## src/rtl/if_id_skid_stage.sv

```systemverilog
// if_id_skid_stage
// Two-entry skid buffer between instruction fetch and decode. A main register
// drives the decode-side outputs, and a skid register catches one extra entry
// so that in_ready can be driven purely from registered state, with no
// combinational path from out_ready. The entries always leave in the order
// they arrived. A backpressure counter records cycles where decode stalls a
// valid entry.
//
// Ports:
//   clk        rising-edge clock
//   rst        asynchronous, active-low reset
//   in_valid   fetch entry valid
//   in_ready   stage can accept an entry (low only when both registers are full)
//   in_pc, in_instr, in_sb      fetch payload
//   flush      synchronous kill of all held entries and of any entry offered
//              in the same cycle
//   out_valid  decode entry valid
//   out_ready  decode can take the entry
//   out_pc, out_instr, out_sb   decode payload; instr/sb show a bubble when
//              out_valid is low, pc keeps its last value
//   out_bubble high whenever out_valid is low
//   cnt_clr    clear the stall counter
//   stall_cnt  saturating count of out_valid & !out_ready cycles
module if_id_skid_stage #(
  parameter int              XLEN      = 32,
  parameter int              ILEN      = 32,
  parameter int              SB_W      = 4,
  parameter logic [ILEN-1:0] NOP_INSTR = 32'h00000013,
  parameter int              CNT_W     = 16
) (
  input  logic              clk,
  input  logic              rst,
  input  logic              in_valid,
  output logic              in_ready,
  input  logic [XLEN-1:0]   in_pc,
  input  logic [ILEN-1:0]   in_instr,
  input  logic [SB_W-1:0]   in_sb,
  input  logic              flush,
  output logic              out_valid,
  input  logic              out_ready,
  output logic [XLEN-1:0]   out_pc,
  output logic [ILEN-1:0]   out_instr,
  output logic [SB_W-1:0]   out_sb,
  output logic              out_bubble,
  input  logic              cnt_clr,
  output logic [CNT_W-1:0]  stall_cnt
);

  typedef enum logic [1:0] {
    ST_EMPTY = 2'd0,
    ST_ONE   = 2'd1,
    ST_TWO   = 2'd2
  } state_t;

  localparam logic [CNT_W-1:0] CNT_ONE = {{(CNT_W-1){1'b0}}, 1'b1};
  localparam logic [CNT_W-1:0] CNT_MAX = {CNT_W{1'b1}};

  state_t            state_q, state_d;
  logic [XLEN-1:0]   main_pc_q, main_pc_d;
  logic [ILEN-1:0]   main_instr_q, main_instr_d;
  logic [SB_W-1:0]   main_sb_q, main_sb_d;
  logic [XLEN-1:0]   skid_pc_q, skid_pc_d;
  logic [ILEN-1:0]   skid_instr_q, skid_instr_d;
  logic [SB_W-1:0]   skid_sb_q, skid_sb_d;
  logic [CNT_W-1:0]  stall_cnt_q, stall_cnt_d;

  logic accept;
  logic drain;

  // Handshake outputs depend only on the registered state.
  assign in_ready   = (state_q != ST_TWO);
  assign out_valid  = (state_q != ST_EMPTY);
  assign out_bubble = ~out_valid;
  assign out_pc     = main_pc_q;
  assign out_instr  = out_valid ? main_instr_q : NOP_INSTR;
  assign out_sb     = out_valid ? main_sb_q : {SB_W{1'b0}};
  assign stall_cnt  = stall_cnt_q;

  assign accept = in_valid & in_ready;
  assign drain  = out_valid & out_ready;

  // Next-state and payload movement. The main register always holds the
  // oldest entry; the skid register only ever holds the second one, so a
  // drain from TWO promotes skid into main. A flush empties the stage and
  // drops whatever is offered that cycle; main_pc is left alone so out_pc
  // keeps its last value.
  always_comb begin
    state_d      = state_q;
    main_pc_d    = main_pc_q;
    main_instr_d = main_instr_q;
    main_sb_d    = main_sb_q;
    skid_pc_d    = skid_pc_q;
    skid_instr_d = skid_instr_q;
    skid_sb_d    = skid_sb_q;

    if (flush) begin
      state_d = ST_EMPTY;
    end else begin
      case (state_q)
        ST_EMPTY: begin
          if (accept) begin
            state_d      = ST_ONE;
            main_pc_d    = in_pc;
            main_instr_d = in_instr;
            main_sb_d    = in_sb;
          end
        end
        ST_ONE: begin
          if (accept && drain) begin
            main_pc_d    = in_pc;
            main_instr_d = in_instr;
            main_sb_d    = in_sb;
          end else if (accept) begin
            state_d      = ST_TWO;
            skid_pc_d    = in_pc;
            skid_instr_d = in_instr;
            skid_sb_d    = in_sb;
          end else if (drain) begin
            state_d = ST_EMPTY;
          end
        end
        ST_TWO: begin
          if (drain) begin
            state_d      = ST_ONE;
            main_pc_d    = skid_pc_q;
            main_instr_d = skid_instr_q;
            main_sb_d    = skid_sb_q;
          end
        end
        default: state_d = ST_EMPTY;
      endcase
    end
  end

  // Stall counter: clear beats increment, and it sticks at all-ones.
  always_comb begin
    stall_cnt_d = stall_cnt_q;
    if (cnt_clr) begin
      stall_cnt_d = {CNT_W{1'b0}};
    end else if (out_valid && !out_ready && (stall_cnt_q != CNT_MAX)) begin
      stall_cnt_d = stall_cnt_q + CNT_ONE;
    end
  end

  always_ff @(posedge clk or negedge rst) begin
    if (!rst) begin
      state_q      <= ST_EMPTY;
      main_pc_q    <= {XLEN{1'b0}};
      main_instr_q <= NOP_INSTR;
      main_sb_q    <= {SB_W{1'b0}};
      skid_pc_q    <= {XLEN{1'b0}};
      skid_instr_q <= {ILEN{1'b0}};
      skid_sb_q    <= {SB_W{1'b0}};
      stall_cnt_q  <= {CNT_W{1'b0}};
    end else begin
      state_q      <= state_d;
      main_pc_q    <= main_pc_d;
      main_instr_q <= main_instr_d;
      main_sb_q    <= main_sb_d;
      skid_pc_q    <= skid_pc_d;
      skid_instr_q <= skid_instr_d;
      skid_sb_q    <= skid_sb_d;
      stall_cnt_q  <= stall_cnt_d;
    end
  end

endmodule

```

## config.mk

```make
export PLATFORM = sky130hd
export DESIGN_NAME = if_id_skid_stage
export DESIGN_NICKNAME = d
export VERILOG_FILES = /design/src/rtl/if_id_skid_stage.sv
export SDC_FILE = /design/constraint.sdc
export NUM_CORES = 1
export LEC_CHECK = 0
export ABC_AREA = 0
export BUFFER_PORTS_ARGS = -buffer_cell sky130_fd_sc_hd__buf_2
export CORE_MARGIN = 3
export CORE_UTILIZATION = 49
export DETAILED_ROUTE_END_ITERATION = 10
export PLACE_DENSITY_LB_ADDON = 0.12
export SLEW_MARGIN = 20
export SYNTH_ARGS = -nofsm -noshare
export SYNTH_HDL_FRONTEND = slang
export SYNTH_SLANG_ARGS = --single-unit
```

## constraint.sdc

```tcl
create_clock -name clk -period 1.9 [get_ports clk]
set_input_delay 0.095 -clock clk [delete_from_list [all_inputs] [get_ports clk]]
set_output_delay 0.095 -clock clk [all_outputs]
set_load 0.02 [all_outputs]
```

==> key figures <==
Setup path
  – Crit path launch: out_ready
  – R2R Setup Slk: 0.09 ns
  – Crit path arrival time: 2.16 ns
  – FF-to-FF Start: stall_cnt[1]$_DFFE_PN0P_
  – CP startpoint kind: input pin
  – Crit-path max FO: 7
  – Crit path required time: 2.24 ns
  – Crit Path Class: in -> reg
  – CP Capture Type: flip-flop

STA
  – Fmax: 550.3 MHz
  – Minimum clock period: 1.817 ns
  – Endpoints failing setup: 0
  – Worst slew pin tran: 0.5020 ns
  – Final TNS setup: 0 ns
  – Fin. Hold Viols: 0
  – Max-slew violations: 0
  – Relative slew slack: 66.23%
  – RSZ-0062 raised after global routing: false
  – Post-route clock period utilization: 95.65%
  – Clock Skew: 0.01220 ns

Yosys
  – Main flop type after synthesis: dfrtp_1
  – Number of synthesized flops with an enable pin: 0
  – Post-synthesis sequential area ratio: 54.38%
  – Mapped Nets: 598
  – Post-Synthesis Cell Area: 7093 sq um
  – Most common cell in the netlist: mux2_2
  – Mean Syn Cell Area: 13.56 sq um
  – Seq cells post-synth: 154
  – Post-synth ARST share: 100.0%
  – Top cells by area, synth: dfrtp_1 53%, mux2_2 33%, nor2b_1 3.2%, a21oi_1 1.2%, or4_1 1.2%
  – Top-area cell type share of the netlist area: 53.27%
  – Ys Warns: 0
  – Cell count after synthesis: 523
  – Cell taking the most area after synthesis: dfrtp_1
  – Most frequent cells after synthesis: 205 x mux2_2, 151 x dfrtp_1, 36 x nor2b_1, 19 x clkbuf_1, 17 x a21oi_1
  – Synth cell types: 31

Layout
  – Total Nets Final: 842
  – Area of the multi-input gates: 3157 sq um
  – Layout cells sized above 1: 57.95%
  – Reg area: 3864 sq um
  – Final instance area: 9706 sq um
  – Fill cells: 989
  – Area Growth Syn to Fin: 36.83%
  – Antenna cells: 0

Power and ir drop
  – Sw power: 2.627 mW
  – Pwr per Cell Area: 1001 nW/um^2
  – Sequential share of power: 44.6%
  – Leakage: 4.368 nW
  – Worst IR drop on VDD: 0.7862 mV
  – Clock Power Share: 35.5%
  – Comb power frac: 19.9%
  – P_int: 7.086 mW
  – Sw Share: 27.05%

GRT
  – All-Layer GR Usage: 20.80%
  – Vias in the first global route: 5493
  – Global route overflow: 0
  – First-pass GRT wire length: 26.56 mm
  – Initial antenna violation count: 0
  – Largest net degree at the start of global routing: 49

Placement
  – HPWL Detailed: 10.58 mm
  – IO Port Bufs: 160
  – Placed Area: 8372 sq um
  – Routability cong.: 0.7584

Floorplanning
  – Initial Utilization: 50.51%
  – Die area: 15960 sq um
  – IO Pins: 161
  – Core Box Area: 14040 sq um
  – Die H: 126.3 um
  – Die width: 126.3 um
  – Floorplan row count: 43

CTS
  – CTS buffer count: 17
  – CTS Buffer Depth: 2
  – Clock slew at the register clock pins of the worst setup and hold paths: 0.06 ns
  – Clock Tree Root: clkbuf_16
  – H-tree depth: 4
  – Clock sink count: 154
  – Clk Latency, worst-skew pair: 0.42 ns
  – Clock tree from TritonCTS: built

Drt
  – Metal-1 WL: 6.667 mm
  – Detailed Route Iter0 Violations: 256
  – Highest routed layer: met4
  – Via count: 4984
  – Wire length on met3: 852 um
  – DR WL/cell: 16.85 um
  – First-pass DRT Iterations: 4
  – Routed vias/inst: 5.192
  – DRC Markers: 0
  – Met2 wire length: 8.405 mm
  – Routed WL: 16.18 mm
  – Post-route ant nets: 0

Worst hold path
  – Min-delay src: cnt_clr
  – Worst hold path type: in -> reg

Status
  – Status: finished, final reports clean

Run
  – Max-Cap Viols: 0
==> power groups by stage <==
stage	registers, mW	logic (mW)	clock network, mW
finish	4.33	1.93	3.45
global route	4.41	2.09	3.68
CTS	4.33	1.96	3.53
detailed placement	4.38	1.84	0
global placement	4.32	1.77	0
floorplan	4.46	1.05	0
==> final timing paths <==
kind / endpoint / cells after the start
setup / recovery: stall_cnt[9]$_DFFE_PN0P_ / 6
hold / removal: stall_cnt[14]$_DFFE_PN0P_ / 2
setup reg to reg: stall_cnt[2]$_DFFE_PN0P_ / 6
hold reg to reg: main_instr_q[16]$_DFFE_PN0P_ / 1
max in group asynchronous: out_pc[27]$_DFFE_PN0P_ / 3
min in group asynchronous: stall_cnt[12]$_DFFE_PN0P_ / 2
==> placed cells by master, fill, tap and decap left out, drive strengths merged, types with 2 or more instances in the layout <==
cell type and n:
or3 2, o21ai 4, nand4 4, dlygate4sd3 71, nand3 6, inv 11, nor2b 36, o21bai 2
clkinv 2, clkinvlp 3, a21oi 17, o31ai 10, or3b 2, dfrtp 151, nor3 2, or4 12
or2 5, nand2 7, mux2 205, buf 187, nor2 7, dfstp 3, clkbuf 19, bufinv 2
nor4 3
==> cell type report <==
cell class | count | area share, %
Clock inverter | 13 | 1.599
Timing Repair Buffer | 258 | 18.89
Tap cell | 180 | 2.320
Multi-Input combinational cell | 331 | 32.53
Clock buffer | 19 | 4.667
Sequential cell | 154 | 39.81
Inverter | 5 | 0.1934
==> worst max-delay path: stages <==
cell	delay [ns]
dlygate4sd3_1	0.55
buf_2	0.16
o21bai_1	0.18
or4_4	0.52
or4_1	0.48
a21oi_1	0.16
==> metal layers <==
layer	vias up	global-route usage, %
met5	-	0
met4	0	6.372
met3	21	6.611
met2	123	36.31
met1	2476	24.64
li1	2364	-
==> metrics by stage <==
stage / worst slack, ns / instances / hold WS (ns) / util, % / power (mW)
detailed placement: 0.02874 / 857 / 0.01610 / 59.62 / 6.217
global route: 0.01099 / 960 / 0.06434 / 69.12 / 10.18
CTS: 0.008515 / 960 / 0.05359 / 69.01 / 9.813
finish: 0.08272 / 960 / 0.04903 / 69.12 / 9.713
global placement: 0.05968 / 857 / 0.01786 / 59.62 / 6.091
floorplan: 0.008851 / 523 / -0.2006 / - / 5.511
==> registers in the layout, indices dropped and copies added (netlist names) <==
| register | flops |
|---|---|
| main_instr_q | 32 |
| out_pc | 32 |
| skid_instr_q | 32 |
| skid_pc_q | 32 |
| stall_cnt | 16 |
| main_sb_q | 4 |
| skid_sb_q | 4 |
| state_q | 2 |
==> cell families after synthesis <==
| group | after synthesis | synth area share (%) |
|---|---|---|
| AO/OA/AOI/OAI | 35 | 2.981 |
| adder cells (fa/ha/maj) | 1 | 0.1764 |
| buffers and inverters | 38 | 2.134 |
| flip-flops | 154 | 54.38 |
| multiplexers | 206 | 32.69 |
| AND/OR/NAND/NOR | 89 | 7.638 |
==> what timing repair did <==
| action | in CTS | in global routing |
|---|---|---|
| hold buffers | 71 | 0 |
| hold endpoints to repair | 191 | 0 |
| buffers inserted | 0 | 0 |
| gates resized for setup | 0 | 4 |
| setup endpoints to repair | 0 | 2 |
No activity file was read; power rests on OpenSTA's default activity.
